File: config.mk
export PLATFORM = sky130hd
export DESIGN_NAME = fruit_ctrl_n_flat
export DESIGN_NICKNAME = d
export VERILOG_FILES = /design/src/rtl/fruit_ctrl_n_if.sv /design/src/rtl/fruit_ctrl_n.sv /design/src/flat_wrapper.sv
export SDC_FILE = /design/constraint.sdc
export NUM_CORES = 1
export LEC_CHECK = 0
export BUFFER_PORTS_ARGS = -buffer_cell sky130_fd_sc_hd__buf_2
export CELL_PAD_IN_SITES_DETAIL_PLACEMENT = 0
export CELL_PAD_IN_SITES_GLOBAL_PLACEMENT = 1
export CORE_MARGIN = 2
export CORE_UTILIZATION = 48
export DETAILED_ROUTE_END_ITERATION = 16
export PLACE_DENSITY_LB_ADDON = 0.1
export SETUP_SLACK_MARGIN = 0.5
export SYNTH_ARGS = -nofsm -noshare
export SYNTH_HDL_FRONTEND = slang
export SYNTH_SLANG_ARGS = --single-unit
File: constraint.sdc
create_clock -name clk -period 8.55 [get_ports clk]
set_input_delay 1.71 -clock clk [delete_from_list [all_inputs] [get_ports clk]]
set_output_delay 1.71 -clock clk [all_outputs]
set_load 0.01 [all_outputs]
File: src/rtl/fruit_ctrl_n_if.sv
// Bus between the lane detection logic, the fruit controller and the lane
// sprite generators. The testbench or detection side uses the master modport;
// the controller uses the slave modport.
//
// Handshake: chk is a request strobe and busy is its acknowledge/back-pressure.
// A rising edge of chk is accepted only when the controller is idle (busy=0,
// state IDLE). ac/d must be held stable from the chk edge through the
// following cycle, when the round is evaluated. Edges that arrive while
// busy=1, or after game over, are dropped rather than queued. rs is a
// one-cycle pulse with no back-pressure.
interface fruit_ctrl_n_if #(
  parameter int LANES   = 3,
  parameter int SCORE_W = 10,
  parameter int MISS_W  = 8
);
  logic               chk;
  logic [LANES-1:0]   ac;
  logic [LANES-1:0]   d;
  logic [SCORE_W-1:0] score;
  logic [MISS_W-1:0]  missed;
  logic [1:0]         level;
  logic [LANES-1:0]   rs;
  logic               go;
  logic               max;
  logic               busy;
  logic [2:0]         state;   // FSM state, exported for debug and checkers

  modport master (
    output chk, ac, d,
    input  score, missed, level, rs, go, max, busy, state
  );

  modport slave (
    input  chk, ac, d,
    output score, missed, level, rs, go, max, busy, state
  );
endinterface

File: src/rtl/fruit_ctrl_n.sv
// Multi-lane fruit game controller: scoring with a combo multiplier, miss
// counting, three-level progression, respawn sequencing (one lane per cycle)
// and game-over / win. A round is evaluated on each accepted chk rising edge.
module fruit_ctrl_n #(
  parameter int LANES     = 3,
  parameter int SCORE_W   = 10,
  parameter int MISS_W    = 8,
  parameter int L0_MAX    = 24,
  parameter int L1_MAX    = 99,
  parameter int L2_MAX    = 199,
  parameter int L0_MISS   = 7,
  parameter int L1_MISS   = 31,
  parameter int L2_MISS   = 63,
  parameter int COMBO_LEN = 4
) (
  input  logic           clk,
  input  logic           on,
  fruit_ctrl_n_if.slave  bus
);

  localparam int CW = $clog2(COMBO_LEN + 1);

  localparam logic [SCORE_W-1:0] L0_MAX_W    = SCORE_W'(L0_MAX);
  localparam logic [SCORE_W-1:0] L1_MAX_W    = SCORE_W'(L1_MAX);
  localparam logic [SCORE_W-1:0] L2_MAX_W    = SCORE_W'(L2_MAX);
  localparam logic [MISS_W-1:0]  L0_MISS_W   = MISS_W'(L0_MISS);
  localparam logic [MISS_W-1:0]  L1_MISS_W   = MISS_W'(L1_MISS);
  localparam logic [MISS_W-1:0]  L2_MISS_W   = MISS_W'(L2_MISS);
  localparam logic [CW-1:0]      COMBO_MAX   = CW'(COMBO_LEN);

  typedef enum logic [2:0] {
    IDLE    = 3'd0,
    EVAL    = 3'd1,
    RESPAWN = 3'd2,
    LEVELUP = 3'd3,
    OVER    = 3'd4,
    WIN     = 3'd5
  } state_t;

  state_t             state;
  logic [SCORE_W-1:0] score;
  logic [MISS_W-1:0]  missed;
  logic [1:0]         level;
  logic [LANES-1:0]   rs;
  logic               go;
  logic               max_q;
  logic               busy;
  logic [CW-1:0]      combo;
  logic [LANES-1:0]   pend;
  logic               grace_used;   // 0 until the first round after reset is evaluated
  logic               prevchk;

  // Round evaluation terms, all derived from the current level and lane flags
  logic [LANES-1:0]   act;          // lanes active at the current level
  logic [LANES-1:0]   act_up;       // lanes active at the next level
  logic [LANES-1:0]   hm;           // lanes hit or missed this round
  logic [LANES-1:0]   low;          // lowest pending lane
  logic [3:0]         h;
  logic [3:0]         m;
  logic [SCORE_W-1:0] pts;
  logic [SCORE_W:0]   score_sum;
  logic [MISS_W:0]    miss_sum;
  logic [SCORE_W-1:0] score_new;
  logic [MISS_W-1:0]  missed_new;
  logic [SCORE_W-1:0] lmax;
  logic [MISS_W-1:0]  lim;

  // Combinational round arithmetic: counts, points, saturation, thresholds
  always_comb begin
    act    = '0;
    act_up = '0;
    h      = '0;
    m      = '0;
    for (int i = 0; i < LANES; i++) begin
      if (i <= int'(level))     act[i]    = 1'b1;
      if (i <= int'(level) + 1) act_up[i] = 1'b1;
    end
    for (int i = 0; i < LANES; i++) begin
      if (act[i]) begin
        if (bus.ac[i] && bus.d[i]) h = h + 4'd1;
        if (!bus.ac[i])            m = m + 4'd1;
      end
    end
    // Misses in the very first round are forgiven (the lanes still respawn)
    if (!grace_used) m = '0;
    hm  = act & (bus.d | ~bus.ac);
    low = pend & (~pend + LANES'(1));

    pts        = (combo >= COMBO_MAX) ? SCORE_W'({h, 1'b0}) : SCORE_W'(h);
    score_sum  = {1'b0, score} + {1'b0, pts};
    score_new  = score_sum[SCORE_W] ? '1 : score_sum[SCORE_W-1:0];
    miss_sum   = {1'b0, missed} + (MISS_W + 1)'(m);
    missed_new = miss_sum[MISS_W] ? '1 : miss_sum[MISS_W-1:0];

    case (level)
      2'd0:    begin lmax = L0_MAX_W; lim = L0_MISS_W; end
      2'd1:    begin lmax = L1_MAX_W; lim = L1_MISS_W; end
      default: begin lmax = L2_MAX_W; lim = L2_MISS_W; end
    endcase
  end

  // Game FSM with registered outputs; OVER and WIN hold until reset
  always_ff @(posedge clk or negedge on) begin
    if (!on) begin
      state      <= IDLE;
      score      <= '0;
      missed     <= '0;
      level      <= '0;
      rs         <= '0;
      go         <= 1'b0;
      max_q      <= 1'b0;
      busy       <= 1'b0;
      combo      <= '0;
      pend       <= '0;
      grace_used <= 1'b0;
      prevchk    <= 1'b0;
    end else begin
      prevchk <= bus.chk;
      rs      <= '0;
      case (state)
        IDLE: begin
          if (bus.chk && !prevchk) begin
            state <= EVAL;
            busy  <= 1'b1;
          end
        end
        EVAL: begin
          score      <= score_new;
          missed     <= missed_new;
          grace_used <= 1'b1;
          pend       <= hm;
          if (m != 4'd0)
            combo <= '0;
          else if (h != 4'd0 && combo < COMBO_MAX)
            combo <= combo + CW'(1);
          // Loss outranks win, win outranks level-up
          if (missed_new > lim) begin
            state <= OVER;
            go    <= 1'b1;
            busy  <= 1'b0;
          end else if (level == 2'd2 && score_new > L2_MAX_W) begin
            state <= WIN;
            go    <= 1'b1;
            max_q <= 1'b1;
            busy  <= 1'b0;
          end else if (level != 2'd2 && score_new > lmax) begin
            state <= LEVELUP;
          end else if (hm != '0) begin
            state <= RESPAWN;
          end else begin
            state <= IDLE;
            busy  <= 1'b0;
          end
        end
        LEVELUP: begin
          level <= level + 2'd1;
          pend  <= act_up;
          combo <= '0;
          state <= RESPAWN;
        end
        RESPAWN: begin
          rs   <= low;
          pend <= pend & ~low;
          if ((pend & ~low) == '0) begin
            state <= IDLE;
            busy  <= 1'b0;
          end
        end
        OVER: state <= OVER;
        WIN:  state <= WIN;
        default: begin
          state <= IDLE;
          busy  <= 1'b0;
        end
      endcase
    end
  end

  assign bus.score  = score;
  assign bus.missed = missed;
  assign bus.level  = level;
  assign bus.rs     = rs;
  assign bus.go     = go;
  assign bus.max    = max_q;
  assign bus.busy   = busy;
  assign bus.state  = state;

endmodule

File: src/flat_wrapper.sv
// flat-port wrapper written by rule: the top's interface ports become plain ports
module fruit_ctrl_n_flat 
#(
  parameter int LANES     = 3,
  parameter int SCORE_W   = 10,
  parameter int MISS_W    = 8,
  parameter int L0_MAX    = 24,
  parameter int L1_MAX    = 99,
  parameter int L2_MAX    = 199,
  parameter int L0_MISS   = 7,
  parameter int L1_MISS   = 31,
  parameter int L2_MISS   = 63,
  parameter int COMBO_LEN = 4
)
  (clk, on, bus_chk, bus_ac, bus_d, bus_score, bus_missed, bus_level, bus_rs, bus_go, bus_max, bus_busy, bus_state);
  fruit_ctrl_n_if #(.LANES(LANES), .SCORE_W(SCORE_W), .MISS_W(MISS_W)) bus_i ();
  input  logic clk;
  input  logic on;
  input wire logic [$bits(bus_i.chk)-1:0] bus_chk;
  input wire logic [$bits(bus_i.ac)-1:0] bus_ac;
  input wire logic [$bits(bus_i.d)-1:0] bus_d;
  output wire logic [$bits(bus_i.score)-1:0] bus_score;
  output wire logic [$bits(bus_i.missed)-1:0] bus_missed;
  output wire logic [$bits(bus_i.level)-1:0] bus_level;
  output wire logic [$bits(bus_i.rs)-1:0] bus_rs;
  output wire logic [$bits(bus_i.go)-1:0] bus_go;
  output wire logic [$bits(bus_i.max)-1:0] bus_max;
  output wire logic [$bits(bus_i.busy)-1:0] bus_busy;
  output wire logic [$bits(bus_i.state)-1:0] bus_state;
  assign bus_i.chk = bus_chk;
  assign bus_i.ac = bus_ac;
  assign bus_i.d = bus_d;
  assign bus_score = bus_i.score;
  assign bus_missed = bus_i.missed;
  assign bus_level = bus_i.level;
  assign bus_rs = bus_i.rs;
  assign bus_go = bus_i.go;
  assign bus_max = bus_i.max;
  assign bus_busy = bus_i.busy;
  assign bus_state = bus_i.state;
  fruit_ctrl_n #(.LANES(LANES), .SCORE_W(SCORE_W), .MISS_W(MISS_W), .L0_MAX(L0_MAX), .L1_MAX(L1_MAX), .L2_MAX(L2_MAX), .L0_MISS(L0_MISS), .L1_MISS(L1_MISS), .L2_MISS(L2_MISS), .COMBO_LEN(COMBO_LEN)) u_core (.clk(clk), .on(on), .bus(bus_i));
endmodule
==> qor.txt <==
Avg Synthesized Cell Area - 9.07 um^2
Routed wire length - 7.07 mm
Synth top cells by count - dfrtp_1, nor2_1, ha_1
Slew margin rel. - 40.9%
IO Port Bufs - 37
Final hold violations - 0
Crit path capture type - flip-flop
Post-Synth Adder-Cell Area - 13.8%
Inserted Diodes - 0
Iteration-0 DRC count of the detailed router - 102
RSZ-0062 raised after global routing - no
Chip Height - 84.0 um
Core area - 0.00628 mm^2
Vias post-DR - 2565
Num CTS Buffers - 5
# clock sinks - 37
Gp weighted congestion - 0.937
Synth Warn # - 0
Longest Clk Path Bufs - 2
Maximum VDD drop - 0.000113 V
Antenna viol nets, final - 0
Crit-path cells - buf_2 -> and2_1 -> ha_1 -> nor2b_1 -> or2_2 -> ha_1 -> mux2i_1 -> mux2i_1 -> ha_1 -> a211oi_2 -> nor2_1 -> o21ai_0 -> xor2_1 -> nand2_1 -> ha_1 -> a21o_1 -> a211oi_1 -> a31oi_1 -> o31a_1 -> o221ai_1 -> nand2_1
Post-synth top flop - dfrtp_1
Most common cell in the netlist - dfrtp_1
Syn Nets - 380
Number of synthesized flops with an enable pin - 0
Synth area leaders - dfrtp_1, ha_1, nor2_1
Xor/xnor share of the synthesized area - 2.28%
WP data required - 8.74 ns
Layout Cells excl Fill - 445
Critical Path Fanout Max - 4
Area delta synth->final - 9.12%
Startpoint types - primary input
Share of cells above drive strength 1 - 20.4%
Max-cap violations - 0
Total track usage - 20.7%
DP HPWL - 5.24 mm
Async SR Flop Fraction - 100%
Post-synthesis simple-gate area fraction - 20.4%
Distinct cell type count after synthesis - 71
Initial Util - 49.0%
Final worst-path cycle share - 70.8%
Register bit total from synthesis - 37
Worst Skew - 0.0100 ns
Class of the most critical setup path - primary input to flip-flop
Post-CTS resize count - 0
Initial antenna violation count - 0
Nets@finish - 408
Root Driver - clkbuf_8
Share of Yosys cell area claimed by the top area cell type - 30.1%
Crit path DAT - 6.24 ns
Vias in the first global route - 2428
Hold Crit Class - flip-flop to flip-flop
Largest net degree at the start of global routing - 38
Outcome - finished clean
Hold buffers post-CTS - 0
Cell count after synthesis - 339
Critical path's most frequent cell - ha_1
Main combinational cell family by area after synthesis - compound AO/OA/AOI/OAI gates
Placed insts - 437
Setup ws final - 2.50 ns
First-pass GRT wire length - 11.9 mm
WL/cell - 15.9 um
Max incr delay on CP - 0.34 ns
# IOs - 38
Pre-Repair DR Iteration Count - 4
P_leak - 1.59 nW
Post-synthesis compound-gate area fraction - 23.9%
Clock Latency Late Sink - 0.30 ns
Die width - 84.0 um
Via-per-instance ratio - 5.76
Postcts setup bufs - 0
CTS clk-pin slew, worst paths - 0.09 ns
Fmax - 165 MHz
Grt ovf - 0
TritonCTS clock tree - built
PD cells - 268 mW/mm^2
Seq/Total Area, Yosys - 30.1%
Final count of negative-setup-slack endpoints - 0
FP Rows - 29
Min Clock Period, post-route - 6.05 ns
Die footprint - 0.00706 mm^2
Slew @ Worst Pin - 0.887 ns
Final Max Slew Viols - 0
Area leader, netlist - dfrtp_1
Mapped Area - 0.00307 mm^2
Number of H-tree levels - 2
Final TNS setup - 0 ns
# DRC - 0
CP max-delay cell - ha_1
Pre-CTS WS - 2.27 ns
Multiplexer share of the synthesized area - 3.79%
-- logic make-up (layout without fill, tap and decap cells) --
kind of cell    count (synthesis)  after routing
simple gates                  122            122
compound gates                 91             91
flops                          37             37
buf+inv                        37             66
fa+ha+maj                      33             33
mux                            11             11
xor+xnor                        8              8
-- worst max-delay path, delay by kind of cell --
family	cells	cell delay (ns)
mux	2	0.34
fa+ha+maj	4	1.21
buf+inv	1	0.11
xor+xnor	1	0.18
simple gates	6	0.93
compound gates	7	1.73
-- through the flow --
stage / total power, mW / instance area [um^2] / util (%) / hold slack (ns)
4_1_cts: 0.907 / 3350 / 53.4 / 0.490
3_3_place_gp: 0.771 / 3260 / 52.0 / 0.436
3_5_place_dp: 0.774 / 3260 / 52.0 / 0.471
6_report: 0.900 / 3350 / 53.4 / 0.491
5_1_grt: 0.986 / 3350 / 53.4 / 0.501
2_1_floorplan: 0.651 / 3070 / - / 0.472
-- per-layer routing --
layer	global-route usage, %	routed length, um
met4	6.01	145
met2	32.6	3150
met5	0	0
met1	29.3	3510
met3	3.17	263
-- placed cells by master, fill, tap and decap left out, types with 3 or more instances in the layout --
cell        synthesis  layout
a211oi_1            4       4
a21o_1              5       5
a21oi_1            13      13
a31oi_1             8       8
and2_1              6       6
and3_1              5       5
buf_2               1      37
clkbuf_8            0       5
clkinvlp_4          0       3
dfrtp_1            37      37
ha_1               30      30
inv_1              19      19
mux2_2              5       5
mux2i_1             6       6
nand2_1            29      29
nand2b_1            7       7
nand3_1            10      10
nor2_1             32      32
nor2b_1            10      10
nor3_1              4       4
nor4_1              3       3
o211a_1             3       3
o211ai_1            3       3
o21ai_0            12      12
or2_2               5       5
xnor2_1             4       4
xor2_1              4       4
-- registers in the layout (all words and copies together), names as in the netlist --
| register | count |
|---|---|
| u_core.bus.state | 3 |
| u_core.prevchk | 1 |
| u_core.grace_used | 1 |
| u_core.bus.max | 1 |
| u_core.combo | 3 |
| u_core.bus.missed | 8 |
| u_core.bus.busy | 1 |
| u_core.pend | 3 |
| u_core.bus.level | 2 |
| u_core.bus.rs | 3 |
| u_core.bus.score | 10 |
| u_core.bus.go | 1 |
-- worst paths after layout --
path / start / to / slack (ns) / cells past startpoint
max in group asynchronous: on / u_core.grace_used / 6.47 / 1
min in group asynchronous: on / u_core.bus.missed[7] / 1.53 / 1
worst max register to register: u_core.bus.level[1] / u_core.bus.busy / 3.26 / 20
worst min-delay path: u_core.bus.max / u_core.bus.max / 0.49 / 1
worst min register to register: u_core.bus.max / u_core.bus.max / 0.49 / 1
worst max-delay path: bus_ac[0] / u_core.bus.busy / 2.50 / 21
-- cell type report --
class | instances | area, um^2
well taps | 77 | 96.3
clock buffers | 5 | 68.8
repair buffers | 38 | 193
inverters | 20 | 75.1
multi-input cells | 265 | 1970
clock inverters | 3 | 22.5
fillers | 587 | 2920
flip-flops and latches | 37 | 926
-- power breakdown --
part | total [mW] | switching (mW) | internal (mW)
clock | 0.127 | 0.0701 | 0.0572
sequential | 0.293 | 0.0671 | 0.226
combinational | 0.480 | 0.266 | 0.214
total | 0.900 | 0.403 | 0.497
Note: power is estimated with default switching activity, not from simulation.
